## src/rtl/riscv_defs.sv

```systemverilog
// Shared RISC-V definitions: opcodes, ALUOp encodings and the decoded control bundle.
package riscv_defs;
  localparam logic [6:0] OP_R    = 7'b0110011;
  localparam logic [6:0] OP_LD   = 7'b0000011;
  localparam logic [6:0] OP_ADDI = 7'b0010011;
  localparam logic [6:0] OP_SD   = 7'b0100011;
  localparam logic [6:0] OP_SB   = 7'b1100011;

  localparam logic [1:0] ALUOP_ADD   = 2'b00;
  localparam logic [1:0] ALUOP_SUB   = 2'b01;
  localparam logic [1:0] ALUOP_FUNCT = 2'b10;

  typedef struct packed {
    logic [1:0] alu_op;
    logic       branch;
    logic       mem_read;
    logic       mem_to_reg;
    logic       mem_write;
    logic       alu_src;
    logic       reg_write;
  } ctrl_t;
endpackage

```

## src/rtl/id_ex_stage_if.sv

```systemverilog
// ID/EX boundary bundle: decoded ID inputs, registered EX outputs and stall controls.
interface id_ex_stage_if #(
  parameter int DATA_WIDTH     = 64,
  parameter int REG_ADDR_WIDTH = 5
);
  logic                      id_valid;
  logic [1:0]                id_ALUOp;
  logic                      id_branch, id_memRead, id_memtoReg, id_memWrite, id_ALUSrc, id_regWrite;
  logic [DATA_WIDTH-1:0]     id_pc, id_readData1, id_readData2, id_imm;
  logic [REG_ADDR_WIDTH-1:0] id_rs1, id_rs2, id_rd;
  logic [3:0]                id_funct;
  logic                      flush;

  logic                      ex_valid;
  logic [1:0]                ex_ALUOp;
  logic                      ex_branch, ex_memRead, ex_memtoReg, ex_memWrite, ex_ALUSrc, ex_regWrite;
  logic [DATA_WIDTH-1:0]     ex_pc, ex_readData1, ex_readData2, ex_imm;
  logic [REG_ADDR_WIDTH-1:0] ex_rs1, ex_rs2, ex_rd;
  logic [3:0]                ex_funct;
  logic                      pcWrite, ifidWrite;
  logic [15:0]               stall_count;

  modport master (
    output id_valid, id_ALUOp, id_branch, id_memRead, id_memtoReg, id_memWrite, id_ALUSrc,
           id_regWrite, id_pc, id_readData1, id_readData2, id_imm, id_rs1, id_rs2, id_rd,
           id_funct, flush,
    input  ex_valid, ex_ALUOp, ex_branch, ex_memRead, ex_memtoReg, ex_memWrite, ex_ALUSrc,
           ex_regWrite, ex_pc, ex_readData1, ex_readData2, ex_imm, ex_rs1, ex_rs2, ex_rd,
           ex_funct, pcWrite, ifidWrite, stall_count
  );

  modport slave (
    input  id_valid, id_ALUOp, id_branch, id_memRead, id_memtoReg, id_memWrite, id_ALUSrc,
           id_regWrite, id_pc, id_readData1, id_readData2, id_imm, id_rs1, id_rs2, id_rd,
           id_funct, flush,
    output ex_valid, ex_ALUOp, ex_branch, ex_memRead, ex_memtoReg, ex_memWrite, ex_ALUSrc,
           ex_regWrite, ex_pc, ex_readData1, ex_readData2, ex_imm, ex_rs1, ex_rs2, ex_rd,
           ex_funct, pcWrite, ifidWrite, stall_count
  );
endinterface

```

## src/rtl/hazard_detection_unit.sv

```systemverilog
// Load-use hazard detector: a load in EX whose rd feeds the instruction in ID.
module hazard_detection_unit #(
  parameter int REG_ADDR_WIDTH = 5
) (
  input  logic                      ex_valid,
  input  logic                      ex_memRead,
  input  logic [REG_ADDR_WIDTH-1:0] ex_rd,
  input  logic                      id_valid,
  input  logic [REG_ADDR_WIDTH-1:0] id_rs1,
  input  logic [REG_ADDR_WIDTH-1:0] id_rs2,
  input  logic                      flush,
  output logic                      hazard,
  output logic                      pcWrite,
  output logic                      ifidWrite
);
  assign hazard = ex_valid & ex_memRead & (ex_rd != '0) & id_valid &
                  ((ex_rd == id_rs1) | (ex_rd == id_rs2));

  // A flush discards the ID instruction anyway, so there is nothing to hold.
  assign pcWrite   = ~(hazard & ~flush);
  assign ifidWrite = ~(hazard & ~flush);
endmodule

```

## src/rtl/id_ex_stage.sv

```systemverilog
// ID/EX pipeline register with load-use bubble insertion and a saturating bubble counter.
module id_ex_stage #(
  parameter int DATA_WIDTH     = 64,
  parameter int REG_ADDR_WIDTH = 5
) (
  input  logic          clk,
  input  logic          reset,
  id_ex_stage_if.slave  bus
);
  import riscv_defs::*;

  ctrl_t                     id_ctrl, ex_ctrl_q;
  logic                      ex_valid_q;
  logic [DATA_WIDTH-1:0]     ex_pc_q, ex_rd1_q, ex_rd2_q, ex_imm_q;
  logic [REG_ADDR_WIDTH-1:0] ex_rs1_q, ex_rs2_q, ex_rd_q;
  logic [3:0]                ex_funct_q;
  logic [15:0]               stall_cnt;
  logic                      hazard;

  function automatic logic [15:0] sat_inc(input logic [15:0] v);
    return (v == 16'hFFFF) ? v : v + 16'd1;
  endfunction

  assign id_ctrl = '{alu_op: bus.id_ALUOp, branch: bus.id_branch, mem_read: bus.id_memRead,
                     mem_to_reg: bus.id_memtoReg, mem_write: bus.id_memWrite,
                     alu_src: bus.id_ALUSrc, reg_write: bus.id_regWrite};

  hazard_detection_unit #(.REG_ADDR_WIDTH(REG_ADDR_WIDTH)) u_hdu (
    .ex_valid   (ex_valid_q),
    .ex_memRead (ex_ctrl_q.mem_read),
    .ex_rd      (ex_rd_q),
    .id_valid   (bus.id_valid),
    .id_rs1     (bus.id_rs1),
    .id_rs2     (bus.id_rs2),
    .flush      (bus.flush),
    .hazard     (hazard),
    .pcWrite    (bus.pcWrite),
    .ifidWrite  (bus.ifidWrite)
  );

  // ID -> EX register; reset, flush and bubble all leave an empty slot behind.
  always_ff @(posedge clk) begin
    if (reset || bus.flush || hazard) begin
      ex_ctrl_q  <= '0;
      ex_valid_q <= 1'b0;
      ex_pc_q    <= '0;
      ex_rd1_q   <= '0;
      ex_rd2_q   <= '0;
      ex_imm_q   <= '0;
      ex_rs1_q   <= '0;
      ex_rs2_q   <= '0;
      ex_rd_q    <= '0;
      ex_funct_q <= '0;
    end else begin
      ex_ctrl_q  <= bus.id_valid ? id_ctrl : '0;
      ex_valid_q <= bus.id_valid;
      ex_pc_q    <= bus.id_pc;
      ex_rd1_q   <= bus.id_readData1;
      ex_rd2_q   <= bus.id_readData2;
      ex_imm_q   <= bus.id_imm;
      ex_rs1_q   <= bus.id_rs1;
      ex_rs2_q   <= bus.id_rs2;
      ex_rd_q    <= bus.id_rd;
      ex_funct_q <= bus.id_funct;
    end
  end

  // Only a bubble that actually gets inserted is counted; a flush outranks it.
  always_ff @(posedge clk) begin
    if (reset)
      stall_cnt <= '0;
    else if (!bus.flush && hazard)
      stall_cnt <= sat_inc(stall_cnt);
  end

  assign bus.ex_valid     = ex_valid_q;
  assign bus.ex_ALUOp     = ex_ctrl_q.alu_op;
  assign bus.ex_branch    = ex_ctrl_q.branch;
  assign bus.ex_memRead   = ex_ctrl_q.mem_read;
  assign bus.ex_memtoReg  = ex_ctrl_q.mem_to_reg;
  assign bus.ex_memWrite  = ex_ctrl_q.mem_write;
  assign bus.ex_ALUSrc    = ex_ctrl_q.alu_src;
  assign bus.ex_regWrite  = ex_ctrl_q.reg_write;
  assign bus.ex_pc        = ex_pc_q;
  assign bus.ex_readData1 = ex_rd1_q;
  assign bus.ex_readData2 = ex_rd2_q;
  assign bus.ex_imm       = ex_imm_q;
  assign bus.ex_rs1       = ex_rs1_q;
  assign bus.ex_rs2       = ex_rs2_q;
  assign bus.ex_rd        = ex_rd_q;
  assign bus.ex_funct     = ex_funct_q;
  assign bus.stall_count  = stall_cnt;
endmodule

```

## src/flat_wrapper.sv

```systemverilog
// flat-port wrapper written by rule: the top's interface ports become plain ports
module id_ex_stage_flat import riscv_defs::*;
#(
  parameter int DATA_WIDTH     = 64,
  parameter int REG_ADDR_WIDTH = 5
)
  (clk, reset, bus_id_valid, bus_id_ALUOp, bus_id_branch, bus_id_memRead, bus_id_memtoReg, bus_id_memWrite, bus_id_ALUSrc, bus_id_regWrite, bus_id_pc, bus_id_readData1, bus_id_readData2, bus_id_imm, bus_id_rs1, bus_id_rs2, bus_id_rd, bus_id_funct, bus_flush, bus_ex_valid, bus_ex_ALUOp, bus_ex_branch, bus_ex_memRead, bus_ex_memtoReg, bus_ex_memWrite, bus_ex_ALUSrc, bus_ex_regWrite, bus_ex_pc, bus_ex_readData1, bus_ex_readData2, bus_ex_imm, bus_ex_rs1, bus_ex_rs2, bus_ex_rd, bus_ex_funct, bus_pcWrite, bus_ifidWrite, bus_stall_count);
  id_ex_stage_if #(.DATA_WIDTH(DATA_WIDTH), .REG_ADDR_WIDTH(REG_ADDR_WIDTH)) bus_i ();
  input  logic clk;
  input  logic reset;
  input wire logic [$bits(bus_i.id_valid)-1:0] bus_id_valid;
  input wire logic [$bits(bus_i.id_ALUOp)-1:0] bus_id_ALUOp;
  input wire logic [$bits(bus_i.id_branch)-1:0] bus_id_branch;
  input wire logic [$bits(bus_i.id_memRead)-1:0] bus_id_memRead;
  input wire logic [$bits(bus_i.id_memtoReg)-1:0] bus_id_memtoReg;
  input wire logic [$bits(bus_i.id_memWrite)-1:0] bus_id_memWrite;
  input wire logic [$bits(bus_i.id_ALUSrc)-1:0] bus_id_ALUSrc;
  input wire logic [$bits(bus_i.id_regWrite)-1:0] bus_id_regWrite;
  input wire logic [$bits(bus_i.id_pc)-1:0] bus_id_pc;
  input wire logic [$bits(bus_i.id_readData1)-1:0] bus_id_readData1;
  input wire logic [$bits(bus_i.id_readData2)-1:0] bus_id_readData2;
  input wire logic [$bits(bus_i.id_imm)-1:0] bus_id_imm;
  input wire logic [$bits(bus_i.id_rs1)-1:0] bus_id_rs1;
  input wire logic [$bits(bus_i.id_rs2)-1:0] bus_id_rs2;
  input wire logic [$bits(bus_i.id_rd)-1:0] bus_id_rd;
  input wire logic [$bits(bus_i.id_funct)-1:0] bus_id_funct;
  input wire logic [$bits(bus_i.flush)-1:0] bus_flush;
  output wire logic [$bits(bus_i.ex_valid)-1:0] bus_ex_valid;
  output wire logic [$bits(bus_i.ex_ALUOp)-1:0] bus_ex_ALUOp;
  output wire logic [$bits(bus_i.ex_branch)-1:0] bus_ex_branch;
  output wire logic [$bits(bus_i.ex_memRead)-1:0] bus_ex_memRead;
  output wire logic [$bits(bus_i.ex_memtoReg)-1:0] bus_ex_memtoReg;
  output wire logic [$bits(bus_i.ex_memWrite)-1:0] bus_ex_memWrite;
  output wire logic [$bits(bus_i.ex_ALUSrc)-1:0] bus_ex_ALUSrc;
  output wire logic [$bits(bus_i.ex_regWrite)-1:0] bus_ex_regWrite;
  output wire logic [$bits(bus_i.ex_pc)-1:0] bus_ex_pc;
  output wire logic [$bits(bus_i.ex_readData1)-1:0] bus_ex_readData1;
  output wire logic [$bits(bus_i.ex_readData2)-1:0] bus_ex_readData2;
  output wire logic [$bits(bus_i.ex_imm)-1:0] bus_ex_imm;
  output wire logic [$bits(bus_i.ex_rs1)-1:0] bus_ex_rs1;
  output wire logic [$bits(bus_i.ex_rs2)-1:0] bus_ex_rs2;
  output wire logic [$bits(bus_i.ex_rd)-1:0] bus_ex_rd;
  output wire logic [$bits(bus_i.ex_funct)-1:0] bus_ex_funct;
  output wire logic [$bits(bus_i.pcWrite)-1:0] bus_pcWrite;
  output wire logic [$bits(bus_i.ifidWrite)-1:0] bus_ifidWrite;
  output wire logic [$bits(bus_i.stall_count)-1:0] bus_stall_count;
  assign bus_i.id_valid = bus_id_valid;
  assign bus_i.id_ALUOp = bus_id_ALUOp;
  assign bus_i.id_branch = bus_id_branch;
  assign bus_i.id_memRead = bus_id_memRead;
  assign bus_i.id_memtoReg = bus_id_memtoReg;
  assign bus_i.id_memWrite = bus_id_memWrite;
  assign bus_i.id_ALUSrc = bus_id_ALUSrc;
  assign bus_i.id_regWrite = bus_id_regWrite;
  assign bus_i.id_pc = bus_id_pc;
  assign bus_i.id_readData1 = bus_id_readData1;
  assign bus_i.id_readData2 = bus_id_readData2;
  assign bus_i.id_imm = bus_id_imm;
  assign bus_i.id_rs1 = bus_id_rs1;
  assign bus_i.id_rs2 = bus_id_rs2;
  assign bus_i.id_rd = bus_id_rd;
  assign bus_i.id_funct = bus_id_funct;
  assign bus_i.flush = bus_flush;
  assign bus_ex_valid = bus_i.ex_valid;
  assign bus_ex_ALUOp = bus_i.ex_ALUOp;
  assign bus_ex_branch = bus_i.ex_branch;
  assign bus_ex_memRead = bus_i.ex_memRead;
  assign bus_ex_memtoReg = bus_i.ex_memtoReg;
  assign bus_ex_memWrite = bus_i.ex_memWrite;
  assign bus_ex_ALUSrc = bus_i.ex_ALUSrc;
  assign bus_ex_regWrite = bus_i.ex_regWrite;
  assign bus_ex_pc = bus_i.ex_pc;
  assign bus_ex_readData1 = bus_i.ex_readData1;
  assign bus_ex_readData2 = bus_i.ex_readData2;
  assign bus_ex_imm = bus_i.ex_imm;
  assign bus_ex_rs1 = bus_i.ex_rs1;
  assign bus_ex_rs2 = bus_i.ex_rs2;
  assign bus_ex_rd = bus_i.ex_rd;
  assign bus_ex_funct = bus_i.ex_funct;
  assign bus_pcWrite = bus_i.pcWrite;
  assign bus_ifidWrite = bus_i.ifidWrite;
  assign bus_stall_count = bus_i.stall_count;
  id_ex_stage #(.DATA_WIDTH(DATA_WIDTH), .REG_ADDR_WIDTH(REG_ADDR_WIDTH)) u_core (.clk(clk), .reset(reset), .bus(bus_i));
endmodule
```

## config.mk

```make
export PLATFORM = sky130hd
export DESIGN_NAME = id_ex_stage_flat
export DESIGN_NICKNAME = d
export VERILOG_FILES = /design/src/rtl/riscv_defs.sv /design/src/rtl/id_ex_stage_if.sv /design/src/rtl/hazard_detection_unit.sv /design/src/rtl/id_ex_stage.sv /design/src/flat_wrapper.sv
export SDC_FILE = /design/constraint.sdc
export NUM_CORES = 1
export LEC_CHECK = 0
export CAP_MARGIN = 20
export CORE_AREA = 8 8 226 228
export CTS_CLUSTER_SIZE = 30
export DETAILED_ROUTE_END_ITERATION = 10
export DIE_AREA = 0 0 234 236
export HOLD_SLACK_MARGIN = 0.03
export PLACE_DENSITY_LB_ADDON = 0.08
export SETUP_SLACK_MARGIN = 0.1
export SKIP_LAST_GASP = 1
export SYNTH_ARGS = -nofsm -noshare
export SYNTH_HDL_FRONTEND = slang
export SYNTH_SLANG_ARGS = --single-unit
```

## constraint.sdc

```tcl
create_clock -name clk -period 3.7 [get_ports clk]
set_input_delay 1.11 -clock clk [delete_from_list [all_inputs] [get_ports clk]]
set_output_delay 1.11 -clock clk [all_outputs]
set_load 0.02 [all_outputs]
```

==> flow_metrics.env <==
export IMPL_route_detailed_drc=0
export IMPL_grt_pass1_vias=7301
export IMPL_critPathBufInv=2
export IMPL_dieWidth_um=234
export IMPL_drive_above_1_share=0.0708
export IMPL_dieArea_um2=55200
export IMPL_post_synth_inst_count=730
export IMPL_ys_seq_area_frac=0.688
export IMPL_netlist_area_leader_share=0.688
export IMPL_path_max_fanout=2
export IMPL_layout_filler_cells=4779
export IMPL_synth_area_top_cells="sky130_fd_sc_hd__dfxtp_1 (69%), sky130_fd_sc_hd__and2_1 (20%), sky130_fd_sc_hd__clkbuf_2 (1.5%), sky130_fd_sc_hd__mux2_2 (1.2%), sky130_fd_sc_hd__xor2_1 (1.0%)"
export IMPL_crit_type="in2out"
export IMPL_synthesis_nets=1018
export IMPL_timing_final_max_slew_violations=0
export IMPL_setup_violations=0
export IMPL_crit_chain="clkdlybuf4s50_1, xor2_1, nor3_2, a22oi_2, or2b_1, buf_2"
export IMPL_ctsRootBufferMaster="sky130_fd_sc_hd__clkbuf_16"
export IMPL_timing_critical_path_to_type="primary output"
export IMPL_worst_clock_skew_ns=0.0115
export IMPL_max_slew_worst_pin_slew_ns=0.713
export IMPL_drtAntennaViolNets=0
export IMPL_final_min_clock_period_ns=3.54
export IMPL_syn_area_per_cell_um2=12.0
export IMPL_power_combinational_fraction=0.110
export IMPL_timing_max_slew_rel_slack=0.521
export IMPL_grt_met3_usage=0.0743
export IMPL_hold_viol=0
export IMPL_hold_path_class="reg2reg"
export IMPL_synth_ff_latch_count=300
export IMPL_peak_usage_layer_in_the_global_routing_report="met2"
export IMPL_cp_start_kind="primary input"
export IMPL_drt_wirelength_per_cell_um=19.6
export IMPL_rsz0062_at_grt="true"
export IMPL_power_share_switching=0.225
export IMPL_dpl_cell_area_um2=15300
export IMPL_yosysTopAreaCell="sky130_fd_sc_hd__dfxtp_1"
export IMPL_fp_row_count=80
export IMPL_grt_use_met2=0.241
export IMPL_cts_inserted_buffers=38
export IMPL_place_ws_ns=-0.278
export IMPL_clock_tree_from_tritoncts="built"
export IMPL_dp_final_hpwl_um=31100
export IMPL_worstHoldPathCells=2
export IMPL_cellInternalPower_w=0.00622
export IMPL_synthesis_area_um2=8730
export IMPL_top_level_ports=589
export IMPL_gr_usage_all_layers=0.134
export IMPL_seq_power_share=0.422
export IMPL_htree_levels=2
export IMPL_clkTransAtPathRegs_ns=0.06
export IMPL_ir_worst_vdd_uv=277
export IMPL_power_clock_fraction=0.468
export IMPL_port_buffer_count=588
export IMPL_final_cell_area_um2=16500
export IMPL_detailedRoute_firstIterationViolations=198
export IMPL_global_route_wire_length_before_repair_um=53300
export IMPL_netlist_cell_type_count=38
export IMPL_met1_usage=0.126
export IMPL_status="complete, no violations"
export IMPL_finalSetupTns_ns=0
export IMPL_fmaxAchievable_mhz=282
export IMPL_cap_viol_max_count=0
export IMPL_floorplan_core_area_um2=47300
export IMPL_finalWeightedCongestion=0.749
export IMPL_cp_slowest_stage_delay_ns=0.43
export IMPL_largest_net_degree_at_the_start_of_global_routing=114
export IMPL_area_delta_synth_final_pct=89.6
export IMPL_timing_final_ws_setup_ns=0.156
export IMPL_crit_slowest_cell="sky130_fd_sc_hd__clkdlybuf4s50_1"
export IMPL_total_switching_power_w=0.00181
export IMPL_cp_arrival_ns=2.43
export IMPL_number_of_iterations_in_the_first_detailed_routing_pass=4
export IMPL_yosysWarningCount=0
export IMPL_clk_insertion_delay_late_ns=0.53
export IMPL_worst_ep_required_time_ns=2.59
export IMPL_start_util=0.184
export IMPL_reg2reg_depth=7
export IMPL_powerDensity_nw_per_um2=485
export IMPL_critical_path_top_delay_family="buffers and inverters"
export IMPL_holdBufCountCts=0
export IMPL_design_final_nets=1616
export IMPL_min_period_over_period=0.958
export IMPL_avgViaCountPerCell=3.56
export IMPL_grt_ovfl_total=0
export IMPL_clock_sinks=300
export IMPL_leakage_nw=6.35
export IMPL_antenna_found_initial=8
export IMPL_critical_path_cell_count=6
export IMPL_number_of_vias_after_detailed_routing=7024
export IMPL_cts_buffer_depth=3
export IMPL_postRouteWirelength_um=38700
export IMPL_die_h_um=236
export IMPL_cts_post_setup_buffers_inserted=0
-- synthesized netlist by cell type --
library cell	number
sky130_fd_sc_hd__mux2_2	9
sky130_fd_sc_hd__or3_2	1
sky130_fd_sc_hd__and3_1	2
sky130_fd_sc_hd__or2b_1	1
sky130_fd_sc_hd__or4_1	2
sky130_fd_sc_hd__and3_2	8
sky130_fd_sc_hd__o2111ai_1	1
sky130_fd_sc_hd__o31a_4	1
sky130_fd_sc_hd__o31ai_1	2
sky130_fd_sc_hd__clkbuf_1	7
sky130_fd_sc_hd__buf_2	2
sky130_fd_sc_hd__nand4_1	2
sky130_fd_sc_hd__nand3_2	1
sky130_fd_sc_hd__nor4_1	4
sky130_fd_sc_hd__nand2_1	6
sky130_fd_sc_hd__a22oi_2	1
sky130_fd_sc_hd__a211oi_4	1
sky130_fd_sc_hd__or3_1	4
sky130_fd_sc_hd__nor3_1	5
sky130_fd_sc_hd__dfxtp_1	300
sky130_fd_sc_hd__nor2b_1	7
sky130_fd_sc_hd__or3b_1	1
sky130_fd_sc_hd__buf_6	3
sky130_fd_sc_hd__buf_4	1
sky130_fd_sc_hd__o21ai_4	1
sky130_fd_sc_hd__xor2_1	10
sky130_fd_sc_hd__clkbuf_2	26
sky130_fd_sc_hd__o21ai_0	5
sky130_fd_sc_hd__a21oi_1	7
sky130_fd_sc_hd__and2_1	276
sky130_fd_sc_hd__inv_1	2
sky130_fd_sc_hd__nor3_2	2
sky130_fd_sc_hd__ha_1	1
sky130_fd_sc_hd__nor4b_1	2
sky130_fd_sc_hd__o211ai_1	2
sky130_fd_sc_hd__nand3_1	6
sky130_fd_sc_hd__nor2_1	17
sky130_fd_sc_hd__and2_2	1
-- state kept, by name, summed over array words and instances (netlist names) --
register / cells
u_core.bus.ex_rd: 5
u_core.bus.ex_rs1: 5
u_core.bus.ex_valid: 1
u_core.bus.ex_readData1: 64
u_core.bus.ex_branch: 1
u_core.bus.ex_memtoReg: 1
u_core.bus.ex_pc: 64
u_core.bus.ex_ALUSrc: 1
u_core.bus.stall_count: 16
u_core.bus.ex_rs2: 5
u_core.bus.ex_regWrite: 1
u_core.bus.ex_funct: 4
u_core.bus.ex_imm: 64
u_core.bus.ex_memRead: 1
u_core.bus.ex_memWrite: 1
u_core.bus.ex_ALUOp: 2
u_core.bus.ex_readData2: 64
-- power groups by stage --
stage          logic (W)  registers (W)  clock network (W)
6_report        0.000882        0.00339            0.00375
4_1_cts         0.000903        0.00339            0.00393
2_1_floorplan   0.000133        0.00362                  0
3_3_place_gp    0.000904        0.00346                  0
5_1_grt         0.000941        0.00340            0.00406
3_5_place_dp    0.000898        0.00346                  0
-- per-stage QoR --
stage / utilization / cells / hold WS (ns) / power [W]
6_report: 0.349 / 1975 / 0.509 / 0.00802
5_1_grt: 0.349 / 1974 / 0.538 / 0.00840
4_1_cts: 0.349 / 1971 / 0.510 / 0.00822
3_5_place_dp: 0.322 / 1903 / 0.500 / 0.00436
3_3_place_gp: 0.322 / 1903 / 0.495 / 0.00436
2_1_floorplan: - / 730 / 0.570 / 0.00375
-- cells in the final DEF, fill, tap and decap left out, types with 4 or more instances in the layout --
cell type	n
sky130_fd_sc_hd__a21oi_1	7
sky130_fd_sc_hd__and2_1	276
sky130_fd_sc_hd__and3_2	8
sky130_fd_sc_hd__buf_4	8
sky130_fd_sc_hd__bufinv_16	4
sky130_fd_sc_hd__clkbuf_1	9
sky130_fd_sc_hd__clkbuf_16	39
sky130_fd_sc_hd__clkbuf_8	6
sky130_fd_sc_hd__clkdlybuf4s50_1	586
sky130_fd_sc_hd__clkinv_2	5
sky130_fd_sc_hd__clkinvlp_4	4
sky130_fd_sc_hd__dfxtp_1	300
sky130_fd_sc_hd__diode_2	4
sky130_fd_sc_hd__mux2_2	9
sky130_fd_sc_hd__nand2_1	6
sky130_fd_sc_hd__nand3_1	6
sky130_fd_sc_hd__nor2_1	17
sky130_fd_sc_hd__nor2b_1	7
sky130_fd_sc_hd__nor3_1	5
sky130_fd_sc_hd__nor4_1	4
sky130_fd_sc_hd__o21ai_0	5
sky130_fd_sc_hd__or3_1	4
sky130_fd_sc_hd__xor2_1	10
-- worst paths after layout --
path / from / end / slack (ns)
worst max register to register: u_core.bus.ex_rd[0]$_SDFF_PP0_ / u_core.bus.ex_readData1[53]$_SDFF_PP0_ / 1.54
worst min register to register: u_core.bus.stall_count[1]$_SDFFE_PP0P_ / u_core.bus.stall_count[1]$_SDFFE_PP0P_ / 0.51
worst max-delay path: bus_id_rs2[2] / bus_ifidWrite / 0.16
worst min-delay path: u_core.bus.stall_count[1]$_SDFFE_PP0P_ / u_core.bus.stall_count[1]$_SDFFE_PP0P_ / 0.51
-- metal layers --
layer	wire length, um	up-vias
li1	-	3492
met1	13300	3148
met2	19700	328
met3	4920	52
met4	846	4
met5	22	-
-- cell families (layout without fill, tap and decap cells) --
logic type	after synthesis	count (layout)	synth area share
fa+ha+maj	1	1	0.00143
xor+xnor	10	10	0.0100
flops	300	300	0.688
simple gates	348	348	0.245
buf+inv	41	667	0.0247
compound gates	21	21	0.0189
other cells	0	4	0
mux	9	9	0.0116
-- repair_timing --
action,4_1_cts,5_1_grt
resized for setup,8,1
pin swaps,2,1
hold endpoints to repair,0,0
endpoints found under the setup margin,2,2
-- worst register-to-register path: cells and delay by family (launching register included) --
kind	cells	cell delay, ns
AND/OR/NAND/NOR	2	0.53
AO/OA/AOI/OAI	2	0.53
flip-flops	1	0.45
buffers and inverters	2	0.43
XOR/XNOR	1	0.12
-- final cells by class --
type / count / area [um2] / area share
tap: 615 / 769 / 0.0465
sequential: 300 / 6010 / 0.363
timing repair buffer: 597 / 5970 / 0.361
clock buffer: 54 / 1090 / 0.0660
clock inverter: 14 / 184 / 0.0111
inverter: 2 / 7.51 / 0.000454
multi-input combinational: 389 / 2510 / 0.152
antenna: 4 / 10.0 / 0.000605
Power figures use the tool's default switching activity.
